### src/rtl/pipe_ctrl_unit_if.sv
// Control-unit bus: D-stage decode inputs, E-stage hazard and ALU flag inputs,
// and the decoded control outputs for E, M and W.
// The performance counter ports exist only when PCTRL_PERF_CNT_EN is defined.
interface pipe_ctrl_unit_if #(
    parameter int ALUCTL_W = 3
`ifdef PCTRL_PERF_CNT_EN
    , parameter int CNT_W = 16
`endif
);
    logic [6:0]          opD;
    logic [2:0]          funct3D;
    logic                funct7b5D;
    logic                StallE;
    logic                FlushE;
    logic                ZeroE;
    logic                LtE;
    logic                LtuE;
    logic [2:0]          ImmSrcD;
    logic                IllegalD;
    logic                PCSrcE;
    logic [ALUCTL_W-1:0] ALUControlE;
    logic                ALUSrcAE;
    logic                ALUSrcBE;
    logic                ResultSrcEb0;
    logic                MemWriteM;
    logic                RegWriteM;
    logic [2:0]          Funct3M;
    logic                RegWriteW;
    logic [1:0]          ResultSrcW;
`ifdef PCTRL_PERF_CNT_EN
    logic [CNT_W-1:0]    BrTakenCnt;
    logic [CNT_W-1:0]    FlushCnt;
`endif

    modport slave (
        input  opD, funct3D, funct7b5D, StallE, FlushE, ZeroE, LtE, LtuE,
        output ImmSrcD, IllegalD, PCSrcE, ALUControlE, ALUSrcAE, ALUSrcBE,
               ResultSrcEb0, MemWriteM, RegWriteM, Funct3M, RegWriteW, ResultSrcW
`ifdef PCTRL_PERF_CNT_EN
        , output BrTakenCnt, FlushCnt
`endif
    );

    modport master (
        output opD, funct3D, funct7b5D, StallE, FlushE, ZeroE, LtE, LtuE,
        input  ImmSrcD, IllegalD, PCSrcE, ALUControlE, ALUSrcAE, ALUSrcBE,
               ResultSrcEb0, MemWriteM, RegWriteM, Funct3M, RegWriteW, ResultSrcW
`ifdef PCTRL_PERF_CNT_EN
        , input BrTakenCnt, FlushCnt
`endif
    );
endinterface

### src/rtl/pipe_ctrl_unit.sv
// RV32I pipelined control unit. Decodes in D, carries control through E,
// a MEM_STAGES-deep M chain and W. Branch conditions are resolved in E.
// Optional feature macro PCTRL_PERF_CNT_EN adds saturating counters for
// taken branches/jumps and E flushes.
module pipe_ctrl_unit #(
    parameter int ALUCTL_W   = 3,
    parameter int MEM_STAGES = 1
`ifdef PCTRL_PERF_CNT_EN
    , parameter int CNT_W    = 16
`endif
) (
    input  logic                   clk,
    input  logic                   reset,
    pipe_ctrl_unit_if.slave        bus
);

    // Control carried in the E register.
    typedef struct packed {
        logic                reg_write;
        logic [1:0]          result_src;
        logic                mem_write;
        logic                jump;
        logic                branch;
        logic [ALUCTL_W-1:0] alu_ctl;
        logic                src_a;
        logic                src_b;
        logic [2:0]          funct3;
    } ectl_t;

    // Write-back control carried through every M stage and into W.
    typedef struct packed {
        logic       reg_write;
        logic [1:0] result_src;
    } wb_t;

    // Memory-access control needed only in the first M stage.
    typedef struct packed {
        logic       mem_write;
        logic [2:0] funct3;
    } mem_t;

    ectl_t      dec_s;
    ectl_t      e_next_s;
    ectl_t      e_r;
    logic [2:0] imm_src_s;
    logic       illegal_s;
    logic [1:0] alu_op_s;
    logic [2:0] alu_code_s;
    logic       cond_s;
    logic       pcsrc_s;
    wb_t        m_wb_in_s;
    mem_t       m_mem_in_s;
    wb_t        m_wb_r [MEM_STAGES];
    mem_t       m_mem_r;
    wb_t        w_r;

    // Main and ALU decode of the D-stage instruction; unknown opcodes decode to a bubble.
    always_comb begin
        dec_s      = '0;
        imm_src_s  = 3'b000;
        illegal_s  = 1'b0;
        alu_op_s   = 2'b00;
        alu_code_s = 3'd0;
        case (bus.opD)
            7'b0000011: begin // lw
                dec_s.reg_write  = 1'b1;
                dec_s.result_src = 2'b01;
                dec_s.src_b      = 1'b1;
            end
            7'b0100011: begin // sw
                dec_s.mem_write  = 1'b1;
                dec_s.src_b      = 1'b1;
                imm_src_s        = 3'b001;
            end
            7'b0110011: begin // R-type
                dec_s.reg_write  = 1'b1;
                alu_op_s         = 2'b10;
            end
            7'b0010011: begin // I-type ALU
                dec_s.reg_write  = 1'b1;
                dec_s.src_b      = 1'b1;
                alu_op_s         = 2'b10;
            end
            7'b1100011: begin // conditional branches
                dec_s.branch     = 1'b1;
                imm_src_s        = 3'b010;
                alu_op_s         = 2'b01;
            end
            7'b1101111: begin // jal: ALU forms PC + imm
                dec_s.reg_write  = 1'b1;
                dec_s.result_src = 2'b10;
                dec_s.jump       = 1'b1;
                dec_s.src_a      = 1'b1;
                dec_s.src_b      = 1'b1;
                imm_src_s        = 3'b011;
            end
            7'b1100111: begin // jalr: ALU forms rs1 + imm
                dec_s.reg_write  = 1'b1;
                dec_s.result_src = 2'b10;
                dec_s.jump       = 1'b1;
                dec_s.src_b      = 1'b1;
            end
            7'b0110111: begin // lui: add with operand A at zero passes the immediate
                dec_s.reg_write  = 1'b1;
                dec_s.src_b      = 1'b1;
                imm_src_s        = 3'b100;
            end
            7'b0010111: begin // auipc
                dec_s.reg_write  = 1'b1;
                dec_s.src_a      = 1'b1;
                dec_s.src_b      = 1'b1;
                imm_src_s        = 3'b100;
            end
            default: begin
                illegal_s        = 1'b1;
            end
        endcase

        case (alu_op_s)
            2'b00: alu_code_s = 3'd0;
            2'b01: alu_code_s = 3'd1;
            2'b10: begin
                case (bus.funct3D)
                    3'b000:  alu_code_s = (bus.opD[5] & bus.funct7b5D) ? 3'd1 : 3'd0;
                    3'b001:  alu_code_s = 3'd6;
                    3'b010:  alu_code_s = 3'd5;
                    3'b011:  alu_code_s = 3'd5;
                    3'b100:  alu_code_s = 3'd4;
                    3'b101:  alu_code_s = 3'd7;
                    3'b110:  alu_code_s = 3'd3;
                    3'b111:  alu_code_s = 3'd2;
                    default: alu_code_s = 3'd0;
                endcase
            end
            default: alu_code_s = 3'd0;
        endcase

        dec_s.alu_ctl = ALUCTL_W'(alu_code_s);
        if (illegal_s) begin
            dec_s.funct3 = 3'b000;
        end else begin
            dec_s.funct3 = bus.funct3D;
        end
    end

    // Next E contents: flush beats stall, stall beats a normal load.
    always_comb begin
        if (bus.FlushE) begin
            e_next_s = '0;
        end else if (bus.StallE) begin
            e_next_s = e_r;
        end else begin
            e_next_s = dec_s;
        end
    end

    // E control register.
    always_ff @(posedge clk or negedge reset) begin
        if (!reset) begin
            e_r <= '0;
        end else begin
            e_r <= e_next_s;
        end
    end

    // A held E instruction has not advanced, so M receives a bubble instead of a duplicate.
    always_comb begin
        m_wb_in_s  = '0;
        m_mem_in_s = '0;
        if (bus.StallE && !bus.FlushE) begin
            m_wb_in_s  = '0;
            m_mem_in_s = '0;
        end else begin
            m_wb_in_s.reg_write  = e_r.reg_write;
            m_wb_in_s.result_src = e_r.result_src;
            m_mem_in_s.mem_write = e_r.mem_write;
            m_mem_in_s.funct3    = e_r.funct3;
        end
    end

    // M chain and W register; never stalled.
    always_ff @(posedge clk or negedge reset) begin
        if (!reset) begin
            for (int i = 0; i < MEM_STAGES; i++) begin
                m_wb_r[i] <= '0;
            end
            m_mem_r <= '0;
            w_r     <= '0;
        end else begin
            m_wb_r[0] <= m_wb_in_s;
            for (int i = 1; i < MEM_STAGES; i++) begin
                m_wb_r[i] <= m_wb_r[i-1];
            end
            m_mem_r <= m_mem_in_s;
            w_r     <= m_wb_r[MEM_STAGES-1];
        end
    end

    // Branch condition selected by the funct3 travelling with the E instruction.
    always_comb begin
        case (e_r.funct3)
            3'b000:  cond_s = bus.ZeroE;
            3'b001:  cond_s = ~bus.ZeroE;
            3'b100:  cond_s = bus.LtE;
            3'b101:  cond_s = ~bus.LtE;
            3'b110:  cond_s = bus.LtuE;
            3'b111:  cond_s = ~bus.LtuE;
            default: cond_s = 1'b0;
        endcase
    end

    assign pcsrc_s = (e_r.branch & cond_s) | e_r.jump;

    assign bus.ImmSrcD      = imm_src_s;
    assign bus.IllegalD     = illegal_s;
    assign bus.PCSrcE       = pcsrc_s;
    assign bus.ALUControlE  = e_r.alu_ctl;
    assign bus.ALUSrcAE     = e_r.src_a;
    assign bus.ALUSrcBE     = e_r.src_b;
    assign bus.ResultSrcEb0 = e_r.result_src[0];
    assign bus.MemWriteM    = m_mem_r.mem_write;
    assign bus.RegWriteM    = m_wb_r[0].reg_write;
    assign bus.Funct3M      = m_mem_r.funct3;
    assign bus.RegWriteW    = w_r.reg_write;
    assign bus.ResultSrcW   = w_r.result_src;

`ifdef PCTRL_PERF_CNT_EN
    logic [CNT_W-1:0] br_cnt_r;
    logic [CNT_W-1:0] flush_cnt_r;

    // Saturating counters of redirecting cycles and E flush cycles.
    always_ff @(posedge clk or negedge reset) begin
        if (!reset) begin
            br_cnt_r    <= '0;
            flush_cnt_r <= '0;
        end else begin
            if (pcsrc_s && (br_cnt_r != {CNT_W{1'b1}})) begin
                br_cnt_r <= br_cnt_r + CNT_W'(1);
            end else begin
                br_cnt_r <= br_cnt_r;
            end
            if (bus.FlushE && (flush_cnt_r != {CNT_W{1'b1}})) begin
                flush_cnt_r <= flush_cnt_r + CNT_W'(1);
            end else begin
                flush_cnt_r <= flush_cnt_r;
            end
        end
    end

    assign bus.BrTakenCnt = br_cnt_r;
    assign bus.FlushCnt   = flush_cnt_r;
`endif

endmodule

### src/flat_wrapper.sv
// flat-port wrapper written by rule: the top's interface ports become plain ports
module pipe_ctrl_unit_flat 
#(
    parameter int ALUCTL_W   = 3,
    parameter int MEM_STAGES = 1

)
  (clk, reset, bus_opD, bus_funct3D, bus_funct7b5D, bus_StallE, bus_FlushE, bus_ZeroE, bus_LtE, bus_LtuE, bus_ImmSrcD, bus_IllegalD, bus_PCSrcE, bus_ALUControlE, bus_ALUSrcAE, bus_ALUSrcBE, bus_ResultSrcEb0, bus_MemWriteM, bus_RegWriteM, bus_Funct3M, bus_RegWriteW, bus_ResultSrcW);
  pipe_ctrl_unit_if #(.ALUCTL_W(ALUCTL_W)) bus_i ();
  input  logic clk;
  input  logic reset;
  input wire logic [$bits(bus_i.opD)-1:0] bus_opD;
  input wire logic [$bits(bus_i.funct3D)-1:0] bus_funct3D;
  input wire logic [$bits(bus_i.funct7b5D)-1:0] bus_funct7b5D;
  input wire logic [$bits(bus_i.StallE)-1:0] bus_StallE;
  input wire logic [$bits(bus_i.FlushE)-1:0] bus_FlushE;
  input wire logic [$bits(bus_i.ZeroE)-1:0] bus_ZeroE;
  input wire logic [$bits(bus_i.LtE)-1:0] bus_LtE;
  input wire logic [$bits(bus_i.LtuE)-1:0] bus_LtuE;
  output wire logic [$bits(bus_i.ImmSrcD)-1:0] bus_ImmSrcD;
  output wire logic [$bits(bus_i.IllegalD)-1:0] bus_IllegalD;
  output wire logic [$bits(bus_i.PCSrcE)-1:0] bus_PCSrcE;
  output wire logic [$bits(bus_i.ALUControlE)-1:0] bus_ALUControlE;
  output wire logic [$bits(bus_i.ALUSrcAE)-1:0] bus_ALUSrcAE;
  output wire logic [$bits(bus_i.ALUSrcBE)-1:0] bus_ALUSrcBE;
  output wire logic [$bits(bus_i.ResultSrcEb0)-1:0] bus_ResultSrcEb0;
  output wire logic [$bits(bus_i.MemWriteM)-1:0] bus_MemWriteM;
  output wire logic [$bits(bus_i.RegWriteM)-1:0] bus_RegWriteM;
  output wire logic [$bits(bus_i.Funct3M)-1:0] bus_Funct3M;
  output wire logic [$bits(bus_i.RegWriteW)-1:0] bus_RegWriteW;
  output wire logic [$bits(bus_i.ResultSrcW)-1:0] bus_ResultSrcW;
  assign bus_i.opD = bus_opD;
  assign bus_i.funct3D = bus_funct3D;
  assign bus_i.funct7b5D = bus_funct7b5D;
  assign bus_i.StallE = bus_StallE;
  assign bus_i.FlushE = bus_FlushE;
  assign bus_i.ZeroE = bus_ZeroE;
  assign bus_i.LtE = bus_LtE;
  assign bus_i.LtuE = bus_LtuE;
  assign bus_ImmSrcD = bus_i.ImmSrcD;
  assign bus_IllegalD = bus_i.IllegalD;
  assign bus_PCSrcE = bus_i.PCSrcE;
  assign bus_ALUControlE = bus_i.ALUControlE;
  assign bus_ALUSrcAE = bus_i.ALUSrcAE;
  assign bus_ALUSrcBE = bus_i.ALUSrcBE;
  assign bus_ResultSrcEb0 = bus_i.ResultSrcEb0;
  assign bus_MemWriteM = bus_i.MemWriteM;
  assign bus_RegWriteM = bus_i.RegWriteM;
  assign bus_Funct3M = bus_i.Funct3M;
  assign bus_RegWriteW = bus_i.RegWriteW;
  assign bus_ResultSrcW = bus_i.ResultSrcW;
  pipe_ctrl_unit #(.ALUCTL_W(ALUCTL_W), .MEM_STAGES(MEM_STAGES)) u_core (.clk(clk), .reset(reset), .bus(bus_i));
endmodule
### config.mk
export PLATFORM = sky130hd
export DESIGN_NAME = pipe_ctrl_unit_flat
export DESIGN_NICKNAME = d
export VERILOG_FILES = /design/src/rtl/pipe_ctrl_unit_if.sv /design/src/rtl/pipe_ctrl_unit.sv /design/src/flat_wrapper.sv
export SDC_FILE = /design/constraint.sdc
export NUM_CORES = 1
export LEC_CHECK = 0
export ABC_AREA = 1
export CAP_MARGIN = 20
export CORE_UTILIZATION = 35
export DETAILED_ROUTE_END_ITERATION = 8
export PLACE_DENSITY_LB_ADDON = 0.08
export SETUP_SLACK_MARGIN = 0.02
export SLEW_MARGIN = 20
export SYNTH_ARGS = -nofsm -noshare
export SYNTH_HDL_FRONTEND = slang
export SYNTH_SLANG_ARGS = --single-unit
### constraint.sdc
create_clock -name clk -period 1 [get_ports clk]
set_input_delay 0.2 -clock clk [delete_from_list [all_inputs] [get_ports clk]]
set_output_delay 0.2 -clock clk [all_outputs]
set_load 0.02 [all_outputs]
==> impl_metrics.tcl <==
set metrics [dict create \
    status "finished, violations left" \
    violations "negative setup slack" \
    clockBufferDepth 2 \
    drv_cap 0 \
    drt-total-wl_mm 3.60 \
    postPlaceCellArea_um2 1950 \
    grt_util_all_layers 0.183 \
    synth_cells 157 \
    ant_nets 0 \
    portBuffers 36 \
    cts_buffers 3 \
    grt_use_met2 0.346 \
    rsz0062_at_grt "yes" \
    p_per_area_nw_per_um2 731 \
    gp_congestion 0.818 \
    worstPathMaxFanout 3 \
    critPathRequiredTime_ns 0.80 \
    yosysSeqAreaShare 0.469 \
    path_cells "inv_2 > nand2_2 > a21oi_2 > o22ai_2 > nand2_1 > nand2_2 > buf_6" \
    setup_viol 25 \
    hold_slack_ns 0.228 \
    busiest_layer "met2" \
    clock_latency_ns 0.30 \
    num_io_pins 37 \
    yosys-top-cells-area "dfrtp_1, nand2_1, inv_1, nor2_1, ha_1" \
    critical_path_class "flip-flop to output port" \
    die_h_um 61.2 \
    postSynthNetCount 178 \
    layout_setup_ws_ns -0.550 \
    period_needed_ns 1.55 \
    grt_overflow 0 \
    ys_types 21 \
    drive_gt1_frac 0.618 \
    grt_use_met3 0.0189 \
    num_vias 1321 \
    drc 0 \
    n_antenna_cell 0 \
    grt_max_degree 24 \
    die_w_um 61.2 \
    hold_buffers 0 \
    slowest_stage "dfrtp_1" \
    cts_root_buffer "clkbuf_4" \
    drt_iter0_markers 31 \
    area_growth_pct 101 \
    slew_headroom 0.859 \
    hold_viol_final 0 \
    drt_first_pass_iters 4 \
    finalNetCount 271 \
    via_per_inst 4.48 \
    r2r_end "u_core.bus.Funct3M[2]" \
    final_cell_area_um2 2460 \
    cts_sinks 23 \
    yosysTopAreaCellShare 0.469 \
    yosysWarnings 0 \
    syn_area_per_cell_um2 7.82 \
    yosysTopAreaCell "dfrtp_1" \
    wl_per_cell_um 12.2 \
    use_met1 0.216 \
    initial_utilization 0.368 \
    grt_pass1_vias 1251 \
    rows 21 \
    hold_class "input pin to async pin" \
    reg2reg_depth 5 \
    place_hpwl_mm 2.18 \
    skew_ns 0.000762 \
    die-area_um2 3750 \
    critPathCaptureType "output port" \
    max_stage_delay_ns 0.42 \
    total_power_mw 1.80 \
    synth-seq-cells 23 \
    grt_first_pass_wirelength_mm 5.09 \
    netlist_area_um2 1230 \
    antenna_found_initial 0 \
    reg2reg_from "u_core.e_r[2]" \
    cts_tree "yes" \
    worst_pin_slew_ns 0.210 \
    slew_viol_final 0 \
    core_um2 3340 \
    ir_drop_v 0.000477 \
    htree_levels 1 \
    finalCritPeriodShare 1.55 \
    arrival_ns 1.35 \
    power_leakage_nw 1.28 \
    fill_cells 245 \
    r2r_slack_ns 0.05 \
    cpMostUsedCell "nand2_2" \
    cp-start-kind "flip-flop" \
    clk_pin_slew_ns 0.13 \
    fmax_ghz 0.645 \
]
[flip-flops by register name, indices dropped and copies added (netlist names)]
register,flops
u_core.bus.MemWriteM,1
u_core.e_r,7
u_core.bus.ALUSrcBE,1
u_core.bus.ResultSrcW,2
u_core.bus.Funct3M,3
u_core.bus.ResultSrcEb0,1
u_core.bus.RegWriteM,1
u_core.bus.ALUControlE,3
u_core.m_wb_r,2
u_core.bus.ALUSrcAE,1
u_core.bus.RegWriteW,1
[area by class of cell]
type | instances | area (µm²) | share of cell area
clock inverter | 1 | 5.00 | 0.00203
multi-input combinational | 103 | 767 | 0.311
clock buffer | 3 | 22.5 | 0.00914
inverter | 27 | 144 | 0.0584
sequential | 23 | 576 | 0.234
tap | 46 | 57.6 | 0.0234
timing repair buffer | 92 | 892 | 0.362
[critical path: cells and delay by family, from the launching register on]
| kind | cells | cell delay (ns) |
|---|---|---|
| AND/OR/NAND/NOR | 3 | 0.19 |
| buffers and inverters | 2 | 0.19 |
| AO/OA/AOI/OAI | 2 | 0.24 |
| flip-flops | 1 | 0.42 |
[per-layer routing]
| layer | up-vias | part of all wire |
|---|---|---|
| met4 | 0 | 0.011 |
| met1 | 618 | 0.37 |
| met2 | 32 | 0.59 |
| met3 | 4 | 0.037 |
| li1 | 667 | - |
| met5 | - | 0 |
[kinds of logic after synthesis]
| family | Yosys count | synth area share |
|---|---|---|
| flip-flops | 23 | 0.469 |
| AND/OR/NAND/NOR | 87 | 0.330 |
| adder cells (fa/ha/maj) | 3 | 0.0306 |
| AO/OA/AOI/OAI | 13 | 0.0632 |
| buffers and inverters | 31 | 0.107 |
[repair_timing]
item,CTS,global route
resized for setup,203,41
hold endpoints to repair,0,0
buffers inserted,17,8
setup endpoints to repair,39,27
pin swaps,32,25
[report_power, final]
part | leakage (nW) | switching [mW] | internal (mW)
registers | 0.321 | 0.00378 | 0.936
logic | 0.944 | 0.221 | 0.223
clock network | 0.0177 | 0.268 | 0.149
[placed cells by master (no fill, tap or decap), types with 2 or more instances in the layout]
master / count
buf_4: 43
a21oi_1: 2
inv_12: 2
nand2_4: 9
nand3_4: 3
ha_4: 2
clkdlybuf4s50_1: 6
inv_1: 11
inv_4: 5
inv_2: 8
dlymetal6s2s_1: 2
nor2_1: 11
nand3_1: 4
o21ai_1: 3
o21ai_0: 2
buf_8: 5
nand2_2: 15
dfrtp_1: 23
buf_6: 33
nand3_2: 3
o22ai_1: 2
clkbuf_4: 3
nand2_1: 23
nor2_4: 12
dlygate4sd2_1: 2
nor2_2: 4
[per-stage QoR]
stage,utilization,setup slack (ns),TNS [ns],cells
CTS,0.688,-0.549,-2.20,289
finish,0.738,-0.550,-2.30,295
floorplan,-,-0.160,-0.328,157
global route,0.738,-0.629,-3.42,295
global placement,0.585,-1.23,-17.65,269
detailed placement,0.585,-1.27,-18.24,269
[worst max path at each step]
| stage | startpoint | slack, ns | depth (start not counted) | to |
|---|---|---|---|---|
| detailed placement | bus_opD[3] | -1.27 | 10 | bus_IllegalD |
| global placement | bus_opD[3] | -1.23 | 10 | bus_IllegalD |
| finish | u_core.e_r[2] | -0.55 | 7 | bus_PCSrcE |
| CTS | u_core.e_r[2] | -0.55 | 8 | bus_PCSrcE |
| global route | u_core.e_r[2] | -0.63 | 8 | bus_PCSrcE |
| floorplan | bus_opD[2] | -0.16 | 7 | u_core.bus.ALUControlE[1] |
[synthesized netlist by cell type (all sizes together)]
library cell and number:
nand2 48, inv 27, nor2 27, buf 4, o22ai 3, ha 3, dfrtp 23, nor3 1
a21oi 3, a32o 1, nand3 10, o21ai 6, nand4 1
No activity file was read; power rests on OpenSTA's default activity.
